**config.mk**
```make
export PLATFORM = sky130hd
export DESIGN_NAME = multislope_runup
export DESIGN_NICKNAME = d
export VERILOG_FILES = /design/src/rtl/msc_pkg.sv /design/src/rtl/runup_period_timer.sv /design/src/rtl/multislope_runup.sv
export SDC_FILE = /design/constraint.sdc
export NUM_CORES = 1
export LEC_CHECK = 0
export ABC_AREA = 1
export BUFFER_PORTS_ARGS = -buffer_cell sky130_fd_sc_hd__buf_4
export CORE_ASPECT_RATIO = 1.25
export CORE_MARGIN = 2
export CORE_UTILIZATION = 35
export CTS_CLUSTER_DIAMETER = 80
export CTS_CLUSTER_SIZE = 8
export DETAILED_ROUTE_END_ITERATION = 6
export GPL_TIMING_DRIVEN = 0
export SLEW_MARGIN = 30
export SYNTH_ARGS = -nofsm -noshare
export SYNTH_HDL_FRONTEND = slang
export SYNTH_SLANG_ARGS = --single-unit
```
**constraint.sdc**
```tcl
create_clock -name clk_i -period 1.9 [get_ports clk_i]
set_input_delay 0.38 -clock clk_i [delete_from_list [all_inputs] [get_ports clk_i]]
set_output_delay 0.38 -clock clk_i [all_outputs]
set_load 0.05 [all_outputs]
```
**src/rtl/msc_pkg.sv**
```systemverilog
// Shared definitions for the multi-slope converter blocks:
// run-up FSM states, PWM mode codes and the default period.
package msc_pkg;

  typedef enum logic [1:0] {
    ST_IDLE = 2'd0,
    ST_RUN  = 2'd1,
    ST_DONE = 2'd2
  } runup_state_e;

  localparam logic MODE_FULL  = 1'b0;
  localparam logic MODE_GUARD = 1'b1;

  // Clocks per run-up period minus one; also used by pwmgen and siggen.
  localparam int RUNUP_PERIOD_DEF = 249;

endpackage

```
**src/rtl/runup_period_timer.sv**
```systemverilog
// Run-up period counter: counts 0..PERIOD and wraps, held at 0 by clr_i.
// Ports: clk_i, rst_i (sync, active high), clr_i -> pcnt_o,
//        period_start_o (next cycle is pcnt 0), period_end_o (pcnt == PERIOD).
module runup_period_timer
  import msc_pkg::*;
#(
  parameter int PERIOD   = RUNUP_PERIOD_DEF,
  parameter int PERIOD_W = 9
) (
  input  logic                clk_i,
  input  logic                rst_i,
  input  logic                clr_i,
  output logic [PERIOD_W-1:0] pcnt_o,
  output logic                period_start_o,
  output logic                period_end_o
);

  localparam logic [PERIOD_W-1:0] LAST = PERIOD_W'(PERIOD);

  logic [PERIOD_W-1:0] pcnt_q;
  logic [PERIOD_W-1:0] pcnt_d;

  assign period_end_o   = (pcnt_q == LAST);
  // Asserted whenever the next cycle begins a fresh period, so the
  // parent can register period-aligned outputs one cycle ahead.
  assign period_start_o = clr_i | period_end_o;
  assign pcnt_d         = period_start_o ? '0 : pcnt_q + 1'b1;
  assign pcnt_o         = pcnt_q;

  always_ff @(posedge clk_i) begin
    if (rst_i) begin
      pcnt_q <= '0;
    end else begin
      pcnt_q <= pcnt_d;
    end
  end

endmodule

```
**src/rtl/multislope_runup.sv**
```systemverilog
// Multi-slope run-up sequencer: per-period comparator decision, PWM
// reference switch drive (full or guarded), pos/neg period counters.
// Ports: clk_i, rst_i (sync, active high), start_i, nper_i, mode_i,
//        comp_i (async) -> sw_in_o, sw_pos_o, sw_neg_o, busy_o, done_o,
//        pos_cnt_o, neg_cnt_o, ovf_o.
// Build option: define RUNUP_OVF_DET_EN for run-length overflow detection;
// otherwise ovf_o is tied low.
module multislope_runup
  import msc_pkg::*;
#(
  parameter int PERIOD   = RUNUP_PERIOD_DEF,
  parameter int PERIOD_W = 9,
  parameter int PULSE    = 62,
  parameter int CNT_W    = 20,
  parameter int MAX_RUN  = 16
) (
  input  logic             clk_i,
  input  logic             rst_i,
  input  logic             start_i,
  input  logic [CNT_W-1:0] nper_i,
  input  logic             mode_i,
  input  logic             comp_i,
  output logic             sw_in_o,
  output logic             sw_pos_o,
  output logic             sw_neg_o,
  output logic             busy_o,
  output logic             done_o,
  output logic [CNT_W-1:0] pos_cnt_o,
  output logic [CNT_W-1:0] neg_cnt_o,
  output logic             ovf_o
);

  localparam logic [PERIOD_W-1:0] WIN_LO = PERIOD_W'(PULSE);
  localparam logic [PERIOD_W-1:0] WIN_HI = PERIOD_W'(PERIOD - PULSE);

  if (2 * PULSE >= PERIOD || PERIOD >= (1 << PERIOD_W) || MAX_RUN < 1)
  begin : g_bad_cfg
    $error("multislope_runup: inconsistent parameters");
  end

  runup_state_e state_q, state_d;

  logic             comp_m_q, comp_s_q;
  logic [CNT_W-1:0] nper_q, nper_d;
  logic [CNT_W-1:0] per_q, per_d;
  logic [CNT_W-1:0] pos_q, pos_d;
  logic [CNT_W-1:0] neg_q, neg_d;
  logic             mode_q, mode_d;
  logic             dec_q, dec_d;
  logic             sw_pos_q, sw_pos_d;
  logic             sw_neg_q, sw_neg_d;
  logic             sw_in_q, busy_q, done_q;
  logic             accept;
  logic             run_nx;
  logic             sw_on;
  logic             tmr_clr;
  logic             pstart, pend;
  logic [PERIOD_W-1:0] pcnt, pcnt_nx;

  assign tmr_clr = (state_q != ST_RUN);

  runup_period_timer #(
    .PERIOD  (PERIOD),
    .PERIOD_W(PERIOD_W)
  ) u_timer (
    .clk_i         (clk_i),
    .rst_i         (rst_i),
    .clr_i         (tmr_clr),
    .pcnt_o        (pcnt),
    .period_start_o(pstart),
    .period_end_o  (pend)
  );

  always_comb begin
    state_d = state_q;
    nper_d  = nper_q;
    per_d   = per_q;
    pos_d   = pos_q;
    neg_d   = neg_q;
    mode_d  = mode_q;
    accept  = 1'b0;
    unique case (state_q)
      ST_IDLE: begin
        if (start_i) begin
          accept  = 1'b1;
          nper_d  = nper_i;
          mode_d  = mode_i;
          per_d   = '0;
          pos_d   = '0;
          neg_d   = '0;
          state_d = (nper_i == '0) ? ST_DONE : ST_RUN;
        end
      end
      ST_RUN: begin
        if (pend) begin
          per_d = per_q + 1'b1;
          if (dec_q) begin
            if (neg_q != '1) neg_d = neg_q + 1'b1;
          end else begin
            if (pos_q != '1) pos_d = pos_q + 1'b1;
          end
          if (per_q == nper_q - 1'b1) state_d = ST_DONE;
        end
      end
      ST_DONE: state_d = ST_IDLE;
      default: state_d = ST_IDLE;
    endcase
  end

  // Switches are registered from next-cycle values so each switch
  // edge lines up exactly with the pcnt it belongs to.
  always_comb begin
    run_nx   = (state_d == ST_RUN);
    pcnt_nx  = pstart ? '0 : pcnt + 1'b1;
    dec_d    = (run_nx && pstart) ? comp_s_q : dec_q;
    sw_on    = run_nx &&
               ((mode_d == MODE_FULL) ||
                (mode_d == MODE_GUARD &&
                 pcnt_nx >= WIN_LO && pcnt_nx <= WIN_HI));
    sw_pos_d = sw_on & ~dec_d;
    sw_neg_d = sw_on & dec_d;
  end

  always_ff @(posedge clk_i) begin
    if (rst_i) begin
      state_q  <= ST_IDLE;
      comp_m_q <= 1'b0;
      comp_s_q <= 1'b0;
      nper_q   <= '0;
      per_q    <= '0;
      pos_q    <= '0;
      neg_q    <= '0;
      mode_q   <= MODE_FULL;
      dec_q    <= 1'b0;
      sw_pos_q <= 1'b0;
      sw_neg_q <= 1'b0;
      sw_in_q  <= 1'b0;
      busy_q   <= 1'b0;
      done_q   <= 1'b0;
    end else begin
      state_q  <= state_d;
      comp_m_q <= comp_i;
      comp_s_q <= comp_m_q;
      nper_q   <= nper_d;
      per_q    <= per_d;
      pos_q    <= pos_d;
      neg_q    <= neg_d;
      mode_q   <= mode_d;
      dec_q    <= dec_d;
      sw_pos_q <= sw_pos_d;
      sw_neg_q <= sw_neg_d;
      sw_in_q  <= run_nx;
      busy_q   <= run_nx;
      done_q   <= (state_d == ST_DONE);
    end
  end

  assign sw_in_o   = sw_in_q;
  assign sw_pos_o  = sw_pos_q;
  assign sw_neg_o  = sw_neg_q;
  assign busy_o    = busy_q;
  assign done_o    = done_q;
  assign pos_cnt_o = pos_q;
  assign neg_cnt_o = neg_q;

`ifdef RUNUP_OVF_DET_EN
  localparam int RUN_W = $clog2(MAX_RUN + 1);
  localparam logic [RUN_W-1:0] RUN_LIM = RUN_W'(MAX_RUN);

  logic [RUN_W-1:0] run_q, run_d;
  logic             last_q, last_d;
  logic             ovf_q, ovf_d;

  // run_q == 0 marks "no decision yet" so the first period starts at 1.
  always_comb begin
    run_d  = run_q;
    last_d = last_q;
    ovf_d  = ovf_q;
    if (accept) begin
      run_d = '0;
      ovf_d = 1'b0;
    end else if (state_q == ST_RUN && pend) begin
      if (run_q != '0 && dec_q == last_q) begin
        run_d = (run_q == RUN_LIM) ? run_q : run_q + 1'b1;
      end else begin
        run_d = RUN_W'(1);
      end
      last_d = dec_q;
      if (run_d == RUN_LIM) ovf_d = 1'b1;
    end
  end

  always_ff @(posedge clk_i) begin
    if (rst_i) begin
      run_q  <= '0;
      last_q <= 1'b0;
      ovf_q  <= 1'b0;
    end else begin
      run_q  <= run_d;
      last_q <= last_d;
      ovf_q  <= ovf_d;
    end
  end

  assign ovf_o = ovf_q;
`else
  assign ovf_o = 1'b0;
`endif

endmodule

```
==> impl_metrics.tcl, run 1 <==
set metrics [dict create \
    io_pins 71 \
    clock-root-buffer "clkbuf_16" \
    wl_met2_mm 8.73 \
    clock_skew_ns 0.00653 \
    syn_avg_cell_area_um2 6.62 \
    grt_pass1_vias 5800 \
    r2r_start "nper_q[0]" \
    synthTopCellsByArea "dfxtp_1, nand2_1, nor2_1, inv_1, a21oi_1" \
    tightest_slew_ns 0.609 \
    viasPerCell 4.94 \
    r2r_cells 18 \
    diodes 0 \
    grt_max_degree 17 \
    crit_arrival_ns 2.33 \
    max_slew_margin_pct 59.0 \
    antenna_found_initial 0 \
    crit_chain "inv_4, ha_4, inv_2, nor2_2, nand3_2, nor2_4, buf_12, nand4_1, nand2_1, nand3_1, nor2_1, nand3_1, nand2_2, nand2_4, nand2_2, nand2_2, nand2_2, nor2_1" \
    stdcell_count 1200 \
    h-tree-depth 3 \
    grt_overflow 0 \
    crit_end "dec_q" \
    synth-simple-area-share_pct 39.3 \
    postSynth.asyncResetShare_pct 0 \
    power_density_mw_per_mm2 652 \
    period_share_pct 110 \
    grt_first_pass_wirelength_mm 27.9 \
    rows 52 \
    drt-initial-drc-count 267 \
    layout-drive-gt1-share_pct 29.7 \
    max_freq_ghz 0.477 \
    drtPass1Iterations 4 \
    syn_nets 888 \
    ys_types 43 \
    most-common-layout-cells "nand2_1, buf_4, nor2_1" \
    synth_adder_area_share_pct 1.32 \
    routed_wl_mm 16.9 \
    clkTransAtPathRegs_ns 0.07 \
    syn_inst 857 \
    final_common_cell "nand2_1" \
    post_drt_wl_per_cell_um 14.0 \
    grt_use_total_pct 19.9 \
    nNetsFinal 1010 \
    synth_area_mm2 0.00567 \
    initial_core_util_pct 35.4 \
    synth_top_area_share_pct 35.0 \
    die_h_um 146 \
    fillers 1696 \
    outcome "finished, violations left" \
    met3_length_um 474 \
    finalSetupViolCount 26 \
    synth-warning-count 0 \
    highest_layer "met4" \
    worstSetupStartpointType "register" \
    tns_ns -1.60 \
    dieArea_mm2 0.0172 \
    ys_ff_latch 99 \
    gp_congestion 0.856 \
    reg2reg_slack_ns -0.20 \
    dpl_cell_area_mm2 0.00651 \
    leakagePower_nw 2.99 \
    multiInputGateArea_mm2 0.00361 \
    hp-class "in -> reg" \
    violations "negative setup slack" \
    dp_cells 1142 \
    total_power_mw 4.92 \
    regArea_mm2 0.00203 \
    cts.sinks 99 \
    synth_edf_count 0 \
    ir_drop_v 0.000367 \
    maxCapViolCount 0 \
    r2r_end "dec_q" \
    synth_flop_cell "dfxtp_1" \
    critPathLaunch "nper_q[0]" \
    port_buffers 69 \
    coreArea_mm2 0.0160 \
    worst-path-max-fanout 6 \
    worstPathRequired_ns 2.14 \
    cts_tree "done" \
    area_growth_pct 33.0 \
    slowest_delay_ns 0.34 \
    finalHoldViolCount 0 \
    synth_compound_area_share_pct 10.9 \
    cts_buffers 9 \
    worstSetupPathType "reg -> reg" \
    wirelength_met1_mm 7.17 \
    slew_viol_final 0 \
    clk_path_buf_depth 2 \
    yosysTopAreaCell "dfxtp_1" \
    synth.mux.area_fraction_pct 0 \
    dp_hpwl_mm 12.3 \
    setup_ws_ns -0.198 \
    cpMostUsedCell "nand2_2" \
    die_w_um 118 \
    post_synth_xor_area_fraction_pct 5.41 \
    clock_latency_ns 0.36 \
    synth_top_family_by_area "simple AND/OR/NAND/NOR gates" \
    drcViolationCount 0 \
    detail-route-antenna-nets 0 \
    timing.final.crit_period_ns 2.10 \
    final_area_mm2 0.00754 \
    vias 5927 \
    seq_area_frac_synth_pct 35.0 \
    cp-end-kind "register" \
    post-place-ws_ns -0.807 \
    cpMaxStageDelayCell "dfxtp_2" \
    rsz0062_at_grt "true" \
]
==> through the flow <==
stage | utilization (%) | hold WS, ns
after floorplan | - | 0.388
after global placement | 40.7 | 0.395
after detailed placement | 40.7 | 0.395
after CTS | 45.2 | 0.211
after global routing | 47.1 | 0.246
final | 47.1 | 0.217
==> critical path: cells and delay by family (launching register included) <==
| kind | cells | cell delay, ns |
|---|---|---|
| fa+ha+maj | 1 | 0.14 |
| flops | 1 | 0.34 |
| simple gates | 14 | 1.27 |
| buf+inv | 3 | 0.24 |
==> kinds of logic after synthesis <==
group           after synthesis
compound gates              119
xor+xnor                     35
fa+ha+maj                     6
buf+inv                     118
flops                        99
other cells                   1
simple gates                479
==> final cells by class <==
cell class / count / area share (%)
repair buffers: 113 / 11.6
plain buffers: 21 / 1.48
flip-flops and latches: 99 / 26.9
clock inverters: 6 / 0.514
multi-input cells: 640 / 47.9
clock buffers: 10 / 3.17
inverters: 95 / 4.88
well taps: 216 / 3.58
==> flip-flops by register name (all words and copies together) (netlist names) <==
| register | flops |
|---|---|
| sw_neg_o | 1 |
| per_q | 20 |
| busy_o | 1 |
| sw_pos_o | 1 |
| pos_cnt_o | 20 |
| u_timer.pcnt_o | 9 |
| done_o | 1 |
| comp_s_q | 1 |
| dec_q | 1 |
| comp_m_q | 1 |
| nper_q | 20 |
| neg_cnt_o | 20 |
| mode_q | 1 |
| state_q | 2 |
==> layer usage <==
layer,vias up,track usage (%)
li1,3056,-
met1,2753,22.9
met2,94,36.4
met3,24,2.11
met4,0,9.64
met5,-,0
==> what timing repair did <==
action	4_1_cts	5_1_grt
endpoints found under the hold margin	0	0
endpoints found under the setup margin	70	61
pin swaps	18	13
setup buffers	34	10
hold buffers	0	0
resized for setup	56	66
==> power by group <==
part           internal, mW  switching (mW)
Combinational         0.359           0.576
Clock                 0.922           0.865
Sequential             2.13          0.0642
Total                  3.41            1.51
==> synth_stat cells (3+ instances only) <==
cell	number
a21oi_1	65
nand4_1	31
xor2_1	29
dfxtp_1	99
buf_4	4
buf_1	3
o21ai_1	3
nand3_2	3
o21ai_0	42
ha_1	6
nor2_4	7
inv_2	4
nor2_1	114
inv_1	90
nand3_1	46
nand3b_1	5
nor2_2	10
clkbuf_1	14
nand2_2	12
xnor2_1	6
nor3_1	33
or2_2	5
nor4_1	16
nand2_1	186
==> worst min path at each step <==
stage               startpoint       end  slack [ns]  cells after the start
floorplan             comp_m_q  comp_s_q        0.39                      2
finish                  comp_i  comp_m_q        0.22                      3
global route            comp_i  comp_m_q        0.25                      3
global placement      comp_m_q  comp_s_q        0.40                      2
detailed placement    comp_m_q  comp_s_q        0.39                      2
CTS                     comp_i  comp_m_q        0.21                      3
(Power assumes the default switching activity.)
==> run 2: changes to the inputs <==
--- a/config.mk
+++ b/config.mk
@@ -9,11 +9,12 @@
 export BUFFER_PORTS_ARGS = -buffer_cell sky130_fd_sc_hd__buf_4
 export CORE_ASPECT_RATIO = 1.25
 export CORE_MARGIN = 2
-export CORE_UTILIZATION = 35
+export CORE_UTILIZATION = 53
 export CTS_CLUSTER_DIAMETER = 80
 export CTS_CLUSTER_SIZE = 8
 export DETAILED_ROUTE_END_ITERATION = 6
 export GPL_TIMING_DRIVEN = 0
+export PLACE_DENSITY = 0.77
 export SLEW_MARGIN = 30
 export SYNTH_ARGS = -nofsm -noshare
 export SYNTH_HDL_FRONTEND = slang
==> impl_metrics.tcl, run 2 (synthesized netlist as in run 1, its figures left out) <==
set metrics [dict create \
    outcome "finished, violations left" \
    violations "negative setup slack" \
    fillers 858 \
    multiInputGateArea_mm2 0.00370 \
    crit_arrival_ns 2.33 \
    clk_path_buf_depth 2 \
    final_area_mm2 0.00752 \
    rows 42 \
    setup_ws_ns -0.205 \
    worstSetupPathType "reg -> reg" \
    post_drt_wl_per_cell_um 14.7 \
    layout-drive-gt1-share_pct 30.8 \
    power_density_mw_per_mm2 650 \
    maxCapViolCount 0 \
    grt_first_pass_wirelength_mm 25.4 \
    period_share_pct 111 \
    initial_core_util_pct 54.0 \
    nNetsFinal 1006 \
    grt_max_degree 17 \
    routed_wl_mm 16.3 \
    max_slew_margin_pct 62.5 \
    finalSetupViolCount 14 \
    clkTransAtPathRegs_ns 0.07 \
    hp-class "in -> reg" \
    most-common-layout-cells "nand2_1, buf_4, nor2_1" \
    worstSetupStartpointType "register" \
    finalHoldViolCount 0 \
    final_common_cell "nand2_1" \
    io_pins 71 \
    grt_overflow 0 \
    port_buffers 69 \
    dieArea_mm2 0.0115 \
    cts_tree "done" \
    die_w_um 96.5 \
    cts.sinks 99 \
    total_power_mw 4.89 \
    regArea_mm2 0.00203 \
    diodes 0 \
    tightest_slew_ns 0.558 \
    worst-path-max-fanout 6 \
    vias 6189 \
    cp-end-kind "register" \
    area_growth_pct 32.6 \
    max_freq_ghz 0.475 \
    clock_latency_ns 0.35 \
    viasPerCell 5.57 \
    detail-route-antenna-nets 0 \
    drcViolationCount 0 \
    worstPathRequired_ns 2.12 \
    ir_drop_v 0.000377 \
    drt-initial-drc-count 459 \
    clock_skew_ns 0.00497 \
    gp_congestion 0.896 \
    rsz0062_at_grt "true" \
    h-tree-depth 3 \
    post-route-util_pct 71.5 \
    leakagePower_nw 2.97 \
    die_h_um 120 \
    grt_pass1_vias 5741 \
    dp_hpwl_mm 11.0 \
    grt_use_total_pct 27.5 \
    antenna_found_initial 0 \
    slew_viol_final 0 \
    cts_buffers 9 \
    stdcell_count 1111 \
    drtPass1Iterations 7 \
    coreArea_mm2 0.0105 \
    clock-root-buffer "clkbuf_16" \
    dpl_cell_area_mm2 0.00640 \
    dp_cells 1058 \
    timing.final.crit_period_ns 2.10 \
]
==> run 2: changes by cell type in the layout (fill, tap and decap cells not counted), sizes merged <==
| cell | previous run | this run |
|---|---|---|
| clkbuf | 22 | 25 |
| buf | 122 | 116 |
| clkinv | 4 | 2 |
==> run 2: what timing repair did <==
item                                    4_1_cts  5_1_grt
hold endpoints to repair                      0        0
setup buffers                                19       19
cloned                                        0        1
pin swaps                                    19       36
gates resized for setup                      43      113
endpoints found under the setup margin       56       65
hold buffers                                  0        0
==> run 2: through the flow <==
stage / TNS [ns] / worst slack (ns) / hold slack, ns
5_1_grt: -4.44 / -0.361 / 0.262
6_report: -1.33 / -0.205 / 0.226
2_1_floorplan: -0.0262 / -0.0209 / 0.388
3_3_place_gp: -18.86 / -0.602 / 0.392
4_1_cts: -0.816 / -0.143 / 0.228
3_5_place_dp: -19.16 / -0.599 / 0.398
==> run 2: worst max-delay path: stages (launching register included) <==
cell and delay [ns]:
dfxtp_2 0.33, inv_2 0.07, ha_4 0.16, inv_4 0.04, nor2_4 0.10, nand3_4 0.10, nor2_4 0.17, buf_12 0.13
nand4_1 0.07, nand2_1 0.11, nand3_2 0.07, nor2_2 0.12, nand3_2 0.09, nand2_2 0.10, nand2_2 0.08, nand2_2 0.07
nand2_1 0.05, nand2_1 0.07, nor2_1 0.04
==> run 2: final cells by class <==
type	count	share of cell area, %
plain buffers	22	1.56
clock buffers	11	3.23
clock inverters	4	0.383
inverters	95	5.01
multi-input cells	640	49.2
flip-flops and latches	99	27.1
well taps	132	2.20
repair buffers	108	11.3
==> run 2: metal layers <==
metal  track usage, %  vias up  routed length (um)
met2             46.9      194                8280
met4             12.3        0                 575
li1                 -     3057                   -
met1             34.1     2884                6610
met5                0        -                   0
met3             3.45       54                 822
==> run 2: report_power, final <==
| group | internal, mW | total (mW) | switching [mW] |
|---|---|---|---|
| sequential | 2.13 | 2.20 | 0.0679 |
| clock | 0.917 | 1.73 | 0.810 |
| combinational | 0.365 | 0.962 | 0.597 |
==> run 2: worst paths after layout <==
path / startpoint / to / slack [ns] / cells after the start
max: nper_q[1] / dec_q / -0.20 / 18
min: comp_i / comp_m_q / 0.23 / 3
max reg2reg: nper_q[1] / dec_q / -0.20 / 18
min reg2reg: comp_m_q / comp_s_q / 0.41 / 2
==> run 3: changes to the inputs <==
--- a/config.mk
+++ b/config.mk
@@ -7,7 +7,6 @@
 export LEC_CHECK = 0
 export ABC_AREA = 1
 export BUFFER_PORTS_ARGS = -buffer_cell sky130_fd_sc_hd__buf_4
-export CORE_ASPECT_RATIO = 1.25
 export CORE_MARGIN = 2
 export CORE_UTILIZATION = 53
 export CTS_CLUSTER_DIAMETER = 80
==> impl_metrics.tcl, run 3 (synthesized netlist as in run 1, its figures left out) <==
set metrics [dict create \
    outcome "finished, violations left" \
    violations "negative setup slack" \
    cts_buffers 9 \
    total_power_mw 4.95 \
    gp_congestion 0.902 \
    leakagePower_nw 3.07 \
    io_pins 71 \
    cpLargestDelayFamily "simple AND/OR/NAND/NOR gates" \
    worst-path-max-fanout 5 \
    final_common_cell "nand2_1" \
    diodes 0 \
    finalHoldViolCount 0 \
    dp_cells 1062 \
    stdcell_count 1125 \
    clock_latency_ns 0.40 \
    cp_num_buf_inv 2 \
    drtPass1Iterations 5 \
    min_path_cells 3 \
    slew_viol_final 0 \
    die_w_um 107 \
    power_density_mw_per_mm2 640 \
    crit_chain "inv_2, ha_4, nand2_2, nor3_4, nand2_2, nand2_4, buf_12, nand2_4, nor2_4, nand2_4, nor2_4, nand2_2, nor2_4, nand2_1, nand2_1, nand2_1, nor2_2" \
    clock-root-buffer "clkbuf_8" \
    clk_path_buf_depth 2 \
    whs_endpoint "comp_m_q" \
    initial_core_util_pct 54.7 \
    h-tree-depth 3 \
    die_h_um 107 \
    nNetsFinal 1015 \
    cts_tree "done" \
    antenna_found_initial 0 \
    grt_max_degree 19 \
    r2r_cells 17 \
    hp-start "comp_i" \
    hp-class "in -> reg" \
    clkTransAtPathRegs_ns 0.10 \
    maxCapViolCount 0 \
    layout-drive-gt1-share_pct 34.4 \
    worstPathRequired_ns 2.23 \
    grt_overflow 0 \
    max_slew_margin_pct 49.1 \
    post_drt_wl_per_cell_um 15.9 \
    dp_hpwl_mm 11.2 \
    rsz0062_at_grt "true" \
    grt_use_total_pct 27.0 \
    worstSetupStartpointType "register" \
    clock_skew_ns 0.0128 \
    port_buffers 69 \
    tns_ns -4.90 \
    max_freq_ghz 0.442 \
    slowest_delay_ns 0.34 \
    cpMaxStageDelayCell "dfxtp_2" \
    rows 37 \
    drcViolationCount 0 \
    vias 6353 \
    viasPerCell 5.65 \
    detail-route-antenna-nets 0 \
    r2r_end "per_q[11]" \
    tightest_slew_ns 0.758 \
    post-route-util_pct 74.6 \
    period_share_pct 119 \
    cp-end-kind "register" \
    routed_wl_mm 17.8 \
    most-common-layout-cells "nand2_1, buf_4, nor2_1" \
    area_growth_pct 36.4 \
    drt-initial-drc-count 429 \
    finalSetupViolCount 48 \
    crit_arrival_ns 2.59 \
    cts.sinks 99 \
    reg2reg_slack_ns -0.36 \
    ir_drop_v 0.000582 \
    worstSetupPathType "reg -> reg" \
    setup_ws_ns -0.363 \
    critPathLaunch "u_timer.pcnt_o[1]" \
    coreArea_mm2 0.0104 \
    dieArea_mm2 0.0115 \
    timing.final.crit_period_ns 2.26 \
    grt_pass1_vias 5357 \
    grt_first_pass_wirelength_mm 25.0 \
    r2r_start "u_timer.pcnt_o[1]" \
]
## run 3: tightest hold or removal path: cells and delay by family
family	cells	cell delay, ns
simple gates	1	0.06
buf+inv	2	0.10
## run 3: repair_timing
item | in CTS | in global routing
endpoints found under the setup margin | 56 | 63
pin swaps | 23 | 59
resized for setup | 57 | 150
hold buffers | 0 | 0
gates cloned | 0 | 0
setup buffers | 16 | 33
## run 3: final cells by class
| cell class | count | area (um^2) |
|---|---|---|
| Tap cell | 136 | 170 |
| Fill cell | 780 | 2640 |
| Clock buffer | 10 | 128 |
| Sequential cell | 99 | 2040 |
| Timing Repair Buffer | 117 | 960 |
| Buffer | 22 | 124 |
| Multi-Input combinational cell | 640 | 3820 |
| Clock inverter | 6 | 119 |
| Inverter | 95 | 370 |
## run 3: metrics by stage
| step | hold WS (ns) | setup slack (ns) | cell area [um^2] |
|---|---|---|---|
| 2_1_floorplan | 0.388 | -0.0209 | 5720 |
| 3_3_place_gp | 0.398 | -0.614 | 6410 |
| 3_5_place_dp | 0.405 | -0.627 | 6410 |
| 4_1_cts | 0.172 | -0.189 | 6970 |
| 5_1_grt | 0.213 | -0.481 | 7730 |
| 6_report | 0.175 | -0.363 | 7730 |
## run 3: power by group
part           switching, mW  internal, mW  leakage, nW
logic                  0.619         0.400         2.13
registers             0.0634          2.13        0.825
clock network          0.843         0.895        0.123
total                   1.53          3.42         3.07
## run 3: how the worst max path moves through the flow
stage / endpoint / cells past startpoint / slack, ns
floorplan: dec_q / 17 / -0.02
global placement: neg_cnt_o[7] / 7 / -0.61
detailed placement: pos_cnt_o[2] / 7 / -0.63
CTS: sw_pos_o / 17 / -0.19
global route: per_q[11] / 17 / -0.48
finish: per_q[11] / 17 / -0.36
## run 3: layer usage
layer  wire length [um]  up-vias  track usage (%)  share of wire, %
met5                  0        -                0                 0
met4                620        0             8.06               3.5
met3               1400       77             6.60               7.9
met2               8320      289             43.8                47
met1               7500     2918             35.7                42
li1                   -     3069                -                 -
